<file path="src/rtl/reg_cpl_gen.sv">
// Register action executor: writes go straight to the register bus,
// reads are turned into a 3-beat completion-with-data TLP.
package tlp_xcvr_pkg;
  typedef logic [3:0] ExtChan;

  typedef enum logic [1:0] {
    REG_READ  = 2'd0,
    REG_WRITE = 2'd1
  } ActKind;

  typedef struct packed {
    ActKind      kind;
    ExtChan      chan;
    logic [63:0] data;
    logic [15:0] reqID;
    logic [7:0]  tag;
  } Action;
endpackage

module reg_cpl_gen
  import tlp_xcvr_pkg::*;
#(
  parameter int FIFO_DEPTH = 4,
  parameter int RD_TIMEOUT = 255
) (
  input  logic          pcieClk_in,
  input  logic          pcieRst_in,
  input  logic [15:0]   cpID_in,
  input  Action         actData_in,
  input  logic          actValid_in,
  output ExtChan        regChan_out,
  output logic [63:0]   regWrData_out,
  output logic          regWrValid_out,
  output logic          regRdReq_out,
  input  logic [63:0]   regRdData_in,
  input  logic          regRdValid_in,
  reg_cpl_gen_if.master tx,
  output logic          overflow_out,
  output logic          timeout_out
);

  localparam int AW = $clog2(FIFO_DEPTH);

  typedef enum logic [2:0] {
    S_IDLE,
    S_RDWAIT,
    S_HDR0,
    S_HDR1,
    S_DATA
  } state_t;

  state_t      state;
  Action       mem [FIFO_DEPTH];
  logic [AW:0] wr_ptr;
  logic [AW:0] rd_ptr;
  logic [7:0]  cnt;
  ExtChan      rd_chan;
  logic [15:0] rd_req_id;
  logic [7:0]  rd_tag;
  logic [63:0] rd_data;

  logic  empty;
  logic  full;
  logic  pop;
  logic  push;
  Action head;

  assign empty = (wr_ptr == rd_ptr);
  assign full  = (wr_ptr[AW] != rd_ptr[AW]) &&
                 (wr_ptr[AW-1:0] == rd_ptr[AW-1:0]);
  assign pop   = (state == S_IDLE) && !empty;
  assign push  = actValid_in && (!full || pop);
  assign head  = mem[rd_ptr[AW-1:0]];

  always_ff @(posedge pcieClk_in) begin
    if (push && !pcieRst_in)
      mem[wr_ptr[AW-1:0]] <= actData_in;
  end

  // DW0: CplD, TC/attr 0, 2 DW; DW1: completer, status SC, 8 bytes
  function automatic logic [63:0] hdr0(input logic [15:0] cpid);
    return {cpid, 3'b000, 1'b0, 12'd8,
            3'b010, 5'b01010, 1'b0, 3'b000, 4'b0000,
            1'b0, 1'b0, 2'b00, 2'b00, 10'd2};
  endfunction

  always_ff @(posedge pcieClk_in) begin
    if (pcieRst_in) begin
      state          <= S_IDLE;
      wr_ptr         <= '0;
      rd_ptr         <= '0;
      cnt            <= '0;
      overflow_out   <= 1'b0;
      timeout_out    <= 1'b0;
      regChan_out    <= '0;
      regWrData_out  <= '0;
      regWrValid_out <= 1'b0;
      regRdReq_out   <= 1'b0;
      rd_chan        <= '0;
      rd_req_id      <= '0;
      rd_tag         <= '0;
      rd_data        <= '0;
      tx.data        <= '0;
      tx.valid       <= 1'b0;
      tx.sop         <= 1'b0;
      tx.eop         <= 1'b0;
    end else begin
      regWrValid_out <= 1'b0;
      regRdReq_out   <= 1'b0;

      if (push)
        wr_ptr <= wr_ptr + 1'b1;
      if (actValid_in && full && !pop)
        overflow_out <= 1'b1;
      if (pop)
        rd_ptr <= rd_ptr + 1'b1;

      unique case (state)
        S_IDLE: begin
          if (!empty) begin
            unique case (1'b1)
              (head.kind == REG_WRITE): begin
                regChan_out    <= head.chan;
                regWrData_out  <= head.data;
                regWrValid_out <= 1'b1;
              end
              (head.kind == REG_READ): begin
                regChan_out  <= head.chan;
                regRdReq_out <= 1'b1;
                rd_chan      <= head.chan;
                rd_req_id    <= head.reqID;
                rd_tag       <= head.tag;
                cnt          <= '0;
                state        <= S_RDWAIT;
              end
              default: ;
            endcase
          end
        end
        S_RDWAIT: begin
          if (regRdValid_in) begin
            rd_data  <= regRdData_in;
            tx.data  <= hdr0(cpID_in);
            tx.valid <= 1'b1;
            tx.sop   <= 1'b1;
            state    <= S_HDR0;
          end else if (cnt == 8'(RD_TIMEOUT)) begin
            rd_data     <= 64'hDEADBEEF_DEADBEEF;
            timeout_out <= 1'b1;
            tx.data     <= hdr0(cpID_in);
            tx.valid    <= 1'b1;
            tx.sop      <= 1'b1;
            state       <= S_HDR0;
          end else begin
            cnt <= cnt + 1'b1;
          end
        end
        S_HDR0: begin
          if (tx.ready) begin
            tx.data <= {32'h0, rd_req_id, rd_tag, 1'b0,
                        rd_chan, 3'b000};
            tx.sop  <= 1'b0;
            state   <= S_HDR1;
          end
        end
        S_HDR1: begin
          if (tx.ready) begin
            tx.data <= rd_data;
            tx.eop  <= 1'b1;
            state   <= S_DATA;
          end
        end
        S_DATA: begin
          if (tx.ready) begin
            tx.valid <= 1'b0;
            tx.eop   <= 1'b0;
            state    <= S_IDLE;
          end
        end
        default: state <= S_IDLE;
      endcase
    end
  end

endmodule

</file>
<file path="src/rtl/reg_cpl_gen_if.sv">
// TLP transmit stream: one 64-bit beat per valid/ready handshake,
// framed by start- and end-of-packet markers.
interface reg_cpl_gen_if;
  logic [63:0] data;
  logic        valid;
  logic        ready;
  logic        sop;
  logic        eop;

  modport master (
    output data, valid, sop, eop,
    input  ready
  );

  modport slave (
    input  data, valid, sop, eop,
    output ready
  );
endinterface

</file>
<file path="src/flat_wrapper.sv">
// flat-port wrapper written by rule: the top's interface ports become plain ports
module reg_cpl_gen_flat import tlp_xcvr_pkg::*;
#(
  parameter int FIFO_DEPTH = 4,
  parameter int RD_TIMEOUT = 255
)
  (pcieClk_in, pcieRst_in, cpID_in, actData_in, actValid_in, regChan_out, regWrData_out, regWrValid_out, regRdReq_out, regRdData_in, regRdValid_in, overflow_out, timeout_out, tx_data, tx_valid, tx_sop, tx_eop, tx_ready);
  reg_cpl_gen_if tx_i ();
  input  logic pcieClk_in;
  input  logic pcieRst_in;
  input  logic [15:0] cpID_in;
  input  Action actData_in;
  input  logic actValid_in;
  output ExtChan regChan_out;
  output logic [63:0] regWrData_out;
  output logic regWrValid_out;
  output logic regRdReq_out;
  input  logic [63:0] regRdData_in;
  input  logic regRdValid_in;
  output logic overflow_out;
  output logic timeout_out;
  output wire logic [$bits(tx_i.data)-1:0] tx_data;
  output wire logic [$bits(tx_i.valid)-1:0] tx_valid;
  output wire logic [$bits(tx_i.sop)-1:0] tx_sop;
  output wire logic [$bits(tx_i.eop)-1:0] tx_eop;
  input wire logic [$bits(tx_i.ready)-1:0] tx_ready;
  assign tx_data = tx_i.data;
  assign tx_valid = tx_i.valid;
  assign tx_sop = tx_i.sop;
  assign tx_eop = tx_i.eop;
  assign tx_i.ready = tx_ready;
  reg_cpl_gen #(.FIFO_DEPTH(FIFO_DEPTH), .RD_TIMEOUT(RD_TIMEOUT)) u_core (.pcieClk_in(pcieClk_in), .pcieRst_in(pcieRst_in), .cpID_in(cpID_in), .actData_in(actData_in), .actValid_in(actValid_in), .regChan_out(regChan_out), .regWrData_out(regWrData_out), .regWrValid_out(regWrValid_out), .regRdReq_out(regRdReq_out), .regRdData_in(regRdData_in), .regRdValid_in(regRdValid_in), .tx(tx_i), .overflow_out(overflow_out), .timeout_out(timeout_out));
endmodule
</file>
<file path="config.mk">
export PLATFORM = sky130hd
export DESIGN_NAME = reg_cpl_gen_flat
export DESIGN_NICKNAME = d
export VERILOG_FILES = /design/src/rtl/reg_cpl_gen.sv /design/src/rtl/reg_cpl_gen_if.sv /design/src/flat_wrapper.sv
export SDC_FILE = /design/constraint.sdc
export NUM_CORES = 1
export LEC_CHECK = 0
export BUFFER_PORTS_ARGS = -buffer_cell sky130_fd_sc_hd__buf_2
export CORE_ASPECT_RATIO = 2
export CORE_MARGIN = 5
export CORE_UTILIZATION = 40
export CTS_CLUSTER_DIAMETER = 150
export DETAILED_ROUTE_END_ITERATION = 6
export GPL_ROUTABILITY_DRIVEN = 0
export PLACE_DENSITY = 0.55
export SLEW_MARGIN = 20
export SYNTH_ARGS = -nofsm -noshare
export SYNTH_HDL_FRONTEND = slang
export SYNTH_SLANG_ARGS = --single-unit
</file>
<file path="constraint.sdc">
create_clock -name pcieClk_in -period 19.2 [get_ports pcieClk_in]
set_input_delay 1.92 -clock pcieClk_in [delete_from_list [all_inputs] [get_ports pcieClk_in]]
set_output_delay 1.92 -clock pcieClk_in [all_outputs]
set_load 0.02 [all_outputs]
</file>
==> results.yml, run 1 <==
timing:
  fmax_mhz: 257
  setup_viol: 0
  slew_viol_final: 0
  post-route-period-util_pct: 20.3
  relSlewSlack_pct: 26.3
  tns_ns: 0
  hold_viol: 0
  rsz0062_at_grt: "false"
  finalCriticalPeriod_ns: 3.90
  tightest_slew_ns: 1.11
  clock_skew_ns: 0.0217
yosys:
  synth_edf_count: 376
  async_flop_share_pct: 0
  synth_area_um2: 24000
  synthFlopType: "edfxtp_1"
  synth_compound_gate_area_share_pct: 10.1
  ys_seq_area_share_pct: 68.0
  syn-num-nets: 1920
  ys_ff_latch: 626
  synth_xor_area_share_pct: 0.256
  synth.largest_area_cell: "edfxtp_1"
  synth_top_family_by_area: "multiplexers"
  synthMuxAreaShare_pct: 10.5
  synth_top_cell_area_share_pct: 47.1
  yosysWarnings: 0
  synthSimpleGateAreaFrac_pct: 8.04
  synth.avg_cell_area_um2: 13.8
  syn-instance-count: 1735
  ys_types: 54
  synthAdderAreaFrac_pct: 0.313
  synth_area_leaders: "edfxtp_1, dfxtp_1, mux4_2, a21oi_1, o21ai_0"
critical_path:
  reg2reg_depth: 6
  cp.arrival_ns: 4.12
  cp-end-kind: "register"
  start_kind: "input pin"
  cp.required_ns: 19.42
  worst-setup-path-type: "input pin to register"
  cp_max_fo: 104
hold_path:
  hold_depth: 2
  hold_path_class: "register to register"
clock_network:
  cts_sinks: 626
  h-tree-depth: 2
  hold_buffers: 0
  clkTransAtPathRegs_ns: 0.06
  insertion_delay_ns: 0.61
  clock_path_buffers: 3
  post-cts-setup-buffers: 0
  cts_resized: 0
  cts_tree: "yes"
  cts_buffers: 56
  cts_root_buf: "clkbuf_16"
power_and_ir_drop:
  vdd_drop_max_mv: 0.0850
  power.density_nw_per_um2: 132
  p_int_mw: 2.52
  p_sw_mw: 1.19
  power.leakage_nw: 9.54
  p_comb_share_pct: 25.9
  pwr-share-clk_pct: 30.8
  swShare_pct: 32.1
  seqPwrFrac_pct: 43.3
route:
  drtAntennaViolNets: 0
  dr_total_vias: 15685
  remaining_drc_errors: 0
  wl_mm: 64.1
  wl_per_cell_um: 22.8
  drt_iter0_markers: 867
  via_per_inst: 5.59
  drtPass1Iterations: 5
floorplan:
  num_rows: 127
  core_um2: 59700
  die_x_um: 183
  die_y_um: 356
  boundaryPins: 318
  fp.dieArea_um2: 65200
  initial_core_util_pct: 40.1
placed_design:
  hpwlAfterDp_mm: 39.9
  port_buffers: 317
  placed_area_um2: 26100
  dp_cells: 2692
grt:
  grt_max_degree: 105
  grt_usage_pct: 19.1
  antenna_found_initial: 25
  grt-ovfl-total: 0
  grt_pass1_vias: 16214
  grt_pass1_wl_mm: 98.1
layout:
  area_delta_synth_final_pct: 17.2
  drive_above_1_share_pct: 28.3
  fin_cells: 2807
  final_util_pct: 47.0
  layout_commonest_cell: "edfxtp_1"
  final_area_um2: 28100
  most-common-layout-cells: "edfxtp_1, buf_2, dfxtp_1, a21oi_1, o21ai_0"
  num-nets-final: 2162
outcome:
  status: "completed"
flow_run:
  maxCapViolCount: 0
## area by class of cell
type | count | area, um2
multi-input cells | 945 | 7060
diodes | 10 | 25.0
inverters | 6 | 22.5
flip-flops and latches | 626 | 16300
fillers | 5442 | 31700
clock inverters | 22 | 244
repair buffers | 342 | 1810
clock buffers | 82 | 1640
well taps | 774 | 968
## final timing paths
path / slack [ns] / to / start
setup / recovery: 15.30 / u_core.mem[1][3]$_DFFE_PP_ / pcieRst_in
hold reg to reg: 0.46 / u_core.regChan_out[2]$_SDFFE_PP0P_ / u_core.regChan_out[2]$_SDFFE_PP0P_
hold / removal: 0.46 / u_core.regChan_out[2]$_SDFFE_PP0P_ / u_core.regChan_out[2]$_SDFFE_PP0P_
setup reg to reg: 15.41 / u_core.rd_chan[0]$_SDFFE_PP0P_ / u_core.state[0]$_SDFFE_PP0P_
## per-stage QoR
step                worst slack (ns)  hold WS (ns)  power [mW]
floorplan                       9.62         0.446        2.31
global placement               14.62         0.447        2.60
detailed placement             14.61         0.455        2.61
CTS                            15.26         0.464        3.76
global route                   15.18         0.485        3.90
finish                         15.30         0.459        3.71
## routing by layer
metal,up-vias,GRT usage (%),wire length (um)
li1,7183,-,-
met1,7838,22.9,24700
met2,519,34.0,32800
met3,125,4.28,4480
met4,20,6.34,1940
met5,-,0,154
## synth_stat cells, types with 4 or more instances
cell type,count
a211oi_1,4
a21oi_1,232
a311oi_1,19
a31oi_1,6
and2_1,7
buf_1,13
buf_2,12
buf_4,7
clkbuf_1,124
dfxtp_1,250
edfxtp_1,376
ha_1,6
inv_1,6
mux2_2,27
mux2i_1,10
mux4_2,94
nand2_1,56
nand3_1,113
nand4_1,46
nor2_1,20
nor2b_1,4
nor3_1,51
nor3b_1,45
o21ai_0,157
o221a_2,4
xnor2_1,5
## cells by family (layout without fill, tap and decap cells)
family | after synthesis | after routing
flip-flops | 626 | 626
AO/OA/AOI/OAI | 442 | 442
AND/OR/NAND/NOR | 359 | 359
buffers and inverters | 164 | 452
multiplexers | 131 | 131
XOR/XNOR | 7 | 7
adder cells (fa/ha/maj) | 6 | 6
other | 0 | 10
## state kept, by name, indices dropped and copies added (netlist names), 4 cells and up, named ones only
signal	flops
u_core.rd_req_id	16
u_core.cnt	8
u_core.rd_data	64
u_core.rd_chan	4
u_core.mem	376
u_core.tx.data	64
u_core.regWrData_out	64
u_core.regChan_out	4
u_core.rd_tag	8
## critical path: stages
cell and delay [ns]:
clkbuf_8 0.35, nor2_1 0.32, and2_4 0.49, buf_4 0.85
## power by group through the flow
| stage | Sequential, mW | Combinational (mW) | Clock (mW) |
|---|---|---|---|
| finish | 1.61 | 0.962 | 1.14 |
| global route | 1.62 | 1.05 | 1.22 |
| CTS | 1.61 | 0.978 | 1.17 |
| detailed placement | 1.64 | 0.976 | 0 |
| global placement | 1.63 | 0.963 | 0 |
| floorplan | 1.67 | 0.636 | 0 |
No activity file was read; power rests on OpenSTA's default activity.
==> run 2, diff against run 1 <==
==> constraint.sdc (replaced) <==
create_clock -name pcieClk_in -period 3.8 [get_ports pcieClk_in]
set_input_delay 0.38 -clock pcieClk_in [delete_from_list [all_inputs] [get_ports pcieClk_in]]
set_output_delay 0.38 -clock pcieClk_in [all_outputs]
set_load 0.02 [all_outputs]
==> run 2 against run 1 <==
Global-route usage up 0.55 points. Via count up 2.3%. Sequential cell count unchanged. Clock power rose to 5.3 times the previous value. Clock skew down 0.0044 ns. First-iteration DRC count down 4.0%. Largest power group unchanged.
==> results.yml, run 2 (synthesized netlist as in run 1, its figures left out) <==
outcome:
  status: "completed"
floorplan:
  die_y_um: 356
  die_x_um: 183
  fp.dieArea_um2: 65200
  boundaryPins: 318
  initial_core_util_pct: 40.1
  num_rows: 127
  core_um2: 59700
critical_path:
  cp.required_ns: 4.09
  cp.arrival_ns: 3.23
  worst-setup-path-type: "register to register"
  cp-end-kind: "register"
  cp_max_fo: 59
  start_kind: "register"
grt:
  grt_max_degree: 97
  antenna_found_initial: 13
  grt_pass1_vias: 17000
  grt-ovfl-total: 0
  grt_usage_pct: 19.7
  grt_pass1_wl_mm: 101
clock_network:
  hold_buffers: 104
  clock_path_buffers: 3
  cts_sinks: 626
  cts_buffers: 56
  insertion_delay_ns: 0.61
  clkTransAtPathRegs_ns: 0.07
  h-tree-depth: 2
  cts_resized: 0
  cts_root_buf: "clkbuf_16"
  cts_tree: "yes"
  post-cts-setup-buffers: 0
layout:
  final_area_um2: 29300
  largest_reg_flops: 376
  area_delta_synth_final_pct: 22.3
  num-nets-final: 2272
  drive_above_1_share_pct: 27.4
  final_util_pct: 49.1
  fin_cells: 2915
  layout_commonest_cell: "edfxtp_1"
  most-common-layout-cells: "edfxtp_1, buf_2, dfxtp_1, a21oi_1, o21ai_0"
timing:
  hold_viol: 0
  tightest_slew_ns: 1.09
  relSlewSlack_pct: 27.2
  hold_ws_ns: 0.0340
  slew_viol_final: 0
  finalCriticalPeriod_ns: 2.94
  tns_ns: 0
  post-route-period-util_pct: 77.4
  fmax_mhz: 340
  clock_skew_ns: 0.0172
  setup_viol: 0
  fin_ws_ns: 0.859
  rsz0062_at_grt: "false"
route:
  wl_mm: 65.7
  via_per_inst: 5.50
  remaining_drc_errors: 0
  dr_total_vias: 16038
  drt_iter0_markers: 832
  drtPass1Iterations: 5
  wl_per_cell_um: 22.5
  drtAntennaViolNets: 0
power_and_ir_drop:
  totalPowerFinal_mw: 19.2
  pwr-share-clk_pct: 31.4
  p_int_mw: 13.1
  seqPwrFrac_pct: 42.3
  vdd_drop_max_mv: 0.657
  swShare_pct: 32.0
  power.leakage_nw: 10.1
  p_sw_mw: 6.14
  p_comb_share_pct: 26.3
  power.density_nw_per_um2: 655
flow_run:
  maxCapViolCount: 0
placed_design:
  placed_area_um2: 26300
  port_buffers: 317
  dp_slack_ns: 0.812
  hpwlAfterDp_mm: 40.6
  dp_cells: 2699
hold_path:
  hold_path_class: "input pin to register"
==> run 2: cell type report <==
class	count	area, um2
Fill cell	5328	30400
Sequential cell	626	16300
Multi-Input combinational cell	945	7070
Timing Repair Buffer	452	2960
Clock buffer	80	1670
Tap cell	774	968
Clock inverter	24	299
Inverter	6	22.5
Antenna cell	8	20.0
==> run 2: power groups by stage <==
stage          Combinational, mW  Clock (mW)  Sequential [mW]
2_1_floorplan               3.21           0             8.44
3_3_place_gp                4.97           0             8.24
3_5_place_dp                5.03           0             8.26
4_1_cts                     5.14        6.18             8.12
5_1_grt                     5.49        6.45             8.18
6_report                    5.06        6.02             8.12
==> run 2: critical path, stage by stage, from the launching register on <==
cell and delay [ns]:
dfxtp_1 0.33, xnor2_1 0.56, o41ai_2 0.31, nor2_1 0.23, and2_4 0.82, buf_12 0.34
==> run 2: per-layer routing <==
layer	GRT usage [%]	routed length, um
met1	23.4	25500
met2	36.5	34500
met3	3.53	4050
met4	5.26	1640
met5	0	13
==> run 2: path summary, 6_finish.rpt <==
check / startpoint / endpoint / slack (ns) / depth (start not counted)
max reg2reg: u_core.wr_ptr[2]$_SDFFE_PP0P_ / u_core.mem[1][66]$_DFFE_PP_ / 0.86 / 5
max: u_core.wr_ptr[2]$_SDFFE_PP0P_ / u_core.mem[1][66]$_DFFE_PP_ / 0.86 / 5
min: cpID_in[15] / u_core.tx.data[63]$_SDFFE_PP0P_ / 0.03 / 3
min reg2reg: u_core.regChan_out[0]$_SDFFE_PP0P_ / u_core.regChan_out[0]$_SDFFE_PP0P_ / 0.47 / 2
==> run 3, diff against run 2 <==
==> constraint.sdc (replaced) <==
create_clock -name pcieClk_in -period 3.06 [get_ports pcieClk_in]
set_input_delay 0.306 -clock pcieClk_in [delete_from_list [all_inputs] [get_ports pcieClk_in]]
set_output_delay 0.306 -clock pcieClk_in [all_outputs]
set_load 0.02 [all_outputs]
==> run 3 against run 2 <==
Non-clock buffer count grew 75. Routed wire length up 0.68%. Critical path depth down 2. Largest cell class unchanged. Critical path type unchanged. Sequential cell count is the same. Clock skew grew 0.018 ns. Sequential share of layout area decreased by 1.4 points. Worst hold slack better by 0.0055 ns. Sequential power up 24%.
==> results.yml, run 3 (synthesized netlist as in run 1, its figures left out) <==
timing:
  tns_ns: 0
  setup_viol: 0
  rsz0062_at_grt: "false"
  slew_viol_final: 0
  fmax_mhz: 408
  relSlewSlack_pct: 23.7
  finalCriticalPeriod_ns: 2.45
  hold_viol: 0
  post-route-period-util_pct: 80.1
  hold_ws_ns: 0.0395
  tightest_slew_ns: 1.14
  clock_skew_ns: 0.0353
  fin_ws_ns: 0.608
hold_path:
  hold_depth: 3
  min_to: "u_core.rd_data[31]$_SDFFE_PP0P_"
  hold_path_class: "input pin to register"
  hold_path_startpoint: "regRdData_in[31]"
floorplan:
  num_rows: 127
  initial_core_util_pct: 40.1
  core_um2: 59700
  boundaryPins: 318
  fp.dieArea_um2: 65200
  die_x_um: 183
  die_y_um: 356
critical_path:
  cp-end-kind: "register"
  cp.required_ns: 3.57
  reg2reg_depth: 3
  rrSetupSlack_ns: 0.61
  worstReg2RegEnd: "u_core.rd_data[13]$_SDFFE_PP0P_"
  critical-path-top-delay-family: "simple AND/OR/NAND/NOR gates"
  cp_slowest_cell: "or3b_2"
  cp_max_fo: 39
  path_buf_inv: 0
  r2r-start: "u_core.state[2]$_SDFFE_PP0P_"
  cp.arrival_ns: 2.96
  worst-setup-path-type: "register to register"
  crit_start: "u_core.state[2]$_SDFFE_PP0P_"
  start_kind: "register"
  cp_cell_sequence: "or3b_2, nor2_1, o221a_2"
  max_stage_delay_ns: 0.86
placed_design:
  dp_slack_ns: 0.573
  dp_cells: 2707
  hpwlAfterDp_mm: 40.6
  port_buffers: 317
power_and_ir_drop:
  power.leakage_nw: 10.4
  swShare_pct: 32.3
  power.density_nw_per_um2: 790
  p_int_mw: 16.1
  pwr-share-clk_pct: 30.3
  p_comb_share_pct: 27.0
  p_sw_mw: 7.68
  totalPowerFinal_mw: 23.7
  vdd_drop_max_mv: 0.642
  seqPwrFrac_pct: 42.7
layout:
  num-nets-final: 2346
  fillCellCount: 5224
  most-common-layout-cells: "edfxtp_1, buf_2, dfxtp_1, a21oi_1, dlygate4sd3_1"
  largest_reg_flops: 376
  fin_cells: 2987
  drive_above_1_share_pct: 27.1
  area_delta_synth_final_pct: 25.5
  layout_commonest_cell: "edfxtp_1"
clock_network:
  cts_resized: 0
  cts_root_buf: "clkbuf_16"
  cts_sinks: 626
  cts_tree: "yes"
  insertion_delay_ns: 0.62
  post-cts-setup-buffers: 0
  clock_path_buffers: 3
  h-tree-depth: 2
  cts_buffers: 55
  clkTransAtPathRegs_ns: 0.07
grt:
  grt_pass1_wl_mm: 101
  busiest_layer: "met2"
  grt_usage_pct: 19.7
  grtUsageMet3_pct: 3.71
  use_met1_pct: 23.6
  antenna_found_initial: 10
  grt_use_met2_pct: 35.6
  grt_pass1_vias: 17015
  grt-ovfl-total: 0
  grt_max_degree: 95
route:
  wl_per_cell_um: 22.1
  drt_iter0_markers: 921
  via_per_inst: 5.46
  drtPass1Iterations: 5
  remaining_drc_errors: 0
  dr_total_vias: 16306
  drtAntennaViolNets: 0
  wl_mm: 66.1
flow_run:
  maxCapViolCount: 0
outcome:
  status: "completed"
## run 3: cell types whose count changed in the layout (fill, tap and decap cells not counted), moves of 2 or more
cell           previous run  this run
clkbuf_8                 15         8
clkbuf_1                  8        10
clkinv_2                  6        13
dfxtp_2                   1         5
diode_2                   8         6
xor2_1                    2         0
buf_12                    7        12
buf_4                    24        27
dlygate4sd3_1           104       171
dfxtp_1                 247       243
xor2_2                    0         2
clkinvlp_2                2         0
## run 3: area by class of cell
cell class	instances	area [um2]	share of cell area [%]
Timing Repair Buffer	527	3750	12.5
Tap cell	774	968	3.22
Clock inverter	28	310	1.03
Inverter	6	22.5	0.0749
Antenna cell	6	15.0	0.0499
Clock buffer	75	1570	5.21
Sequential cell	626	16300	54.2
Multi-Input combinational cell	945	7130	23.7
## run 3: what timing repair did
action                                 4_1_cts  5_1_grt
endpoints found under the hold margin      453        0
setup endpoints to repair                    0        0
hold buffers                               171        0
## run 3: power groups by stage
| stage | registers [mW] | clock network (mW) | logic [mW] |
|---|---|---|---|
| final | 10.1 | 7.19 | 6.42 |
| after CTS | 10.1 | 7.39 | 6.51 |
| after detailed placement | 10.3 | 0 | 6.31 |
| after floorplan | 10.5 | 0 | 4.02 |
| after global routing | 10.2 | 7.71 | 6.93 |
| after global placement | 10.3 | 0 | 6.25 |
## run 3: metrics by stage
step / util [%] / cell area (um2)
after detailed placement: 44.3 / 26500
after floorplan: - / 24100
after global placement: 44.3 / 26500
final: 50.3 / 30100
after global routing: 50.3 / 30100
after CTS: 50.3 / 30100
## run 3: routing by layer
metal	up-vias	part of all wire, %
li1	7536	-
met1	8198	39
met2	477	52
met3	93	5.9
met4	2	2.9
met5	-	0.017
## run 3: worst max-delay path by stage
stage / to / slack (ns) / depth (start not counted)
6_report: u_core.rd_data[13]$_SDFFE_PP0P_ / 0.61 / 3
5_1_grt: u_core.cnt[3]$_SDFFE_PP0P_ / 0.41 / 5
4_1_cts: u_core.rd_data[13]$_SDFFE_PP0P_ / 0.59 / 3
2_1_floorplan: u_core.mem[3][0]$_DFFE_PP_ / -0.45 / 4
3_5_place_dp: u_core.rd_data[12]$_SDFFE_PP0P_ / 0.57 / 3
3_3_place_gp: u_core.rd_data[12]$_SDFFE_PP0P_ / 0.58 / 3
## run 3: worst min-delay path, cell delays in order
cell and delay [ns]:
buf_2 0.10, nor3b_1 0.05, nor3_1 0.13
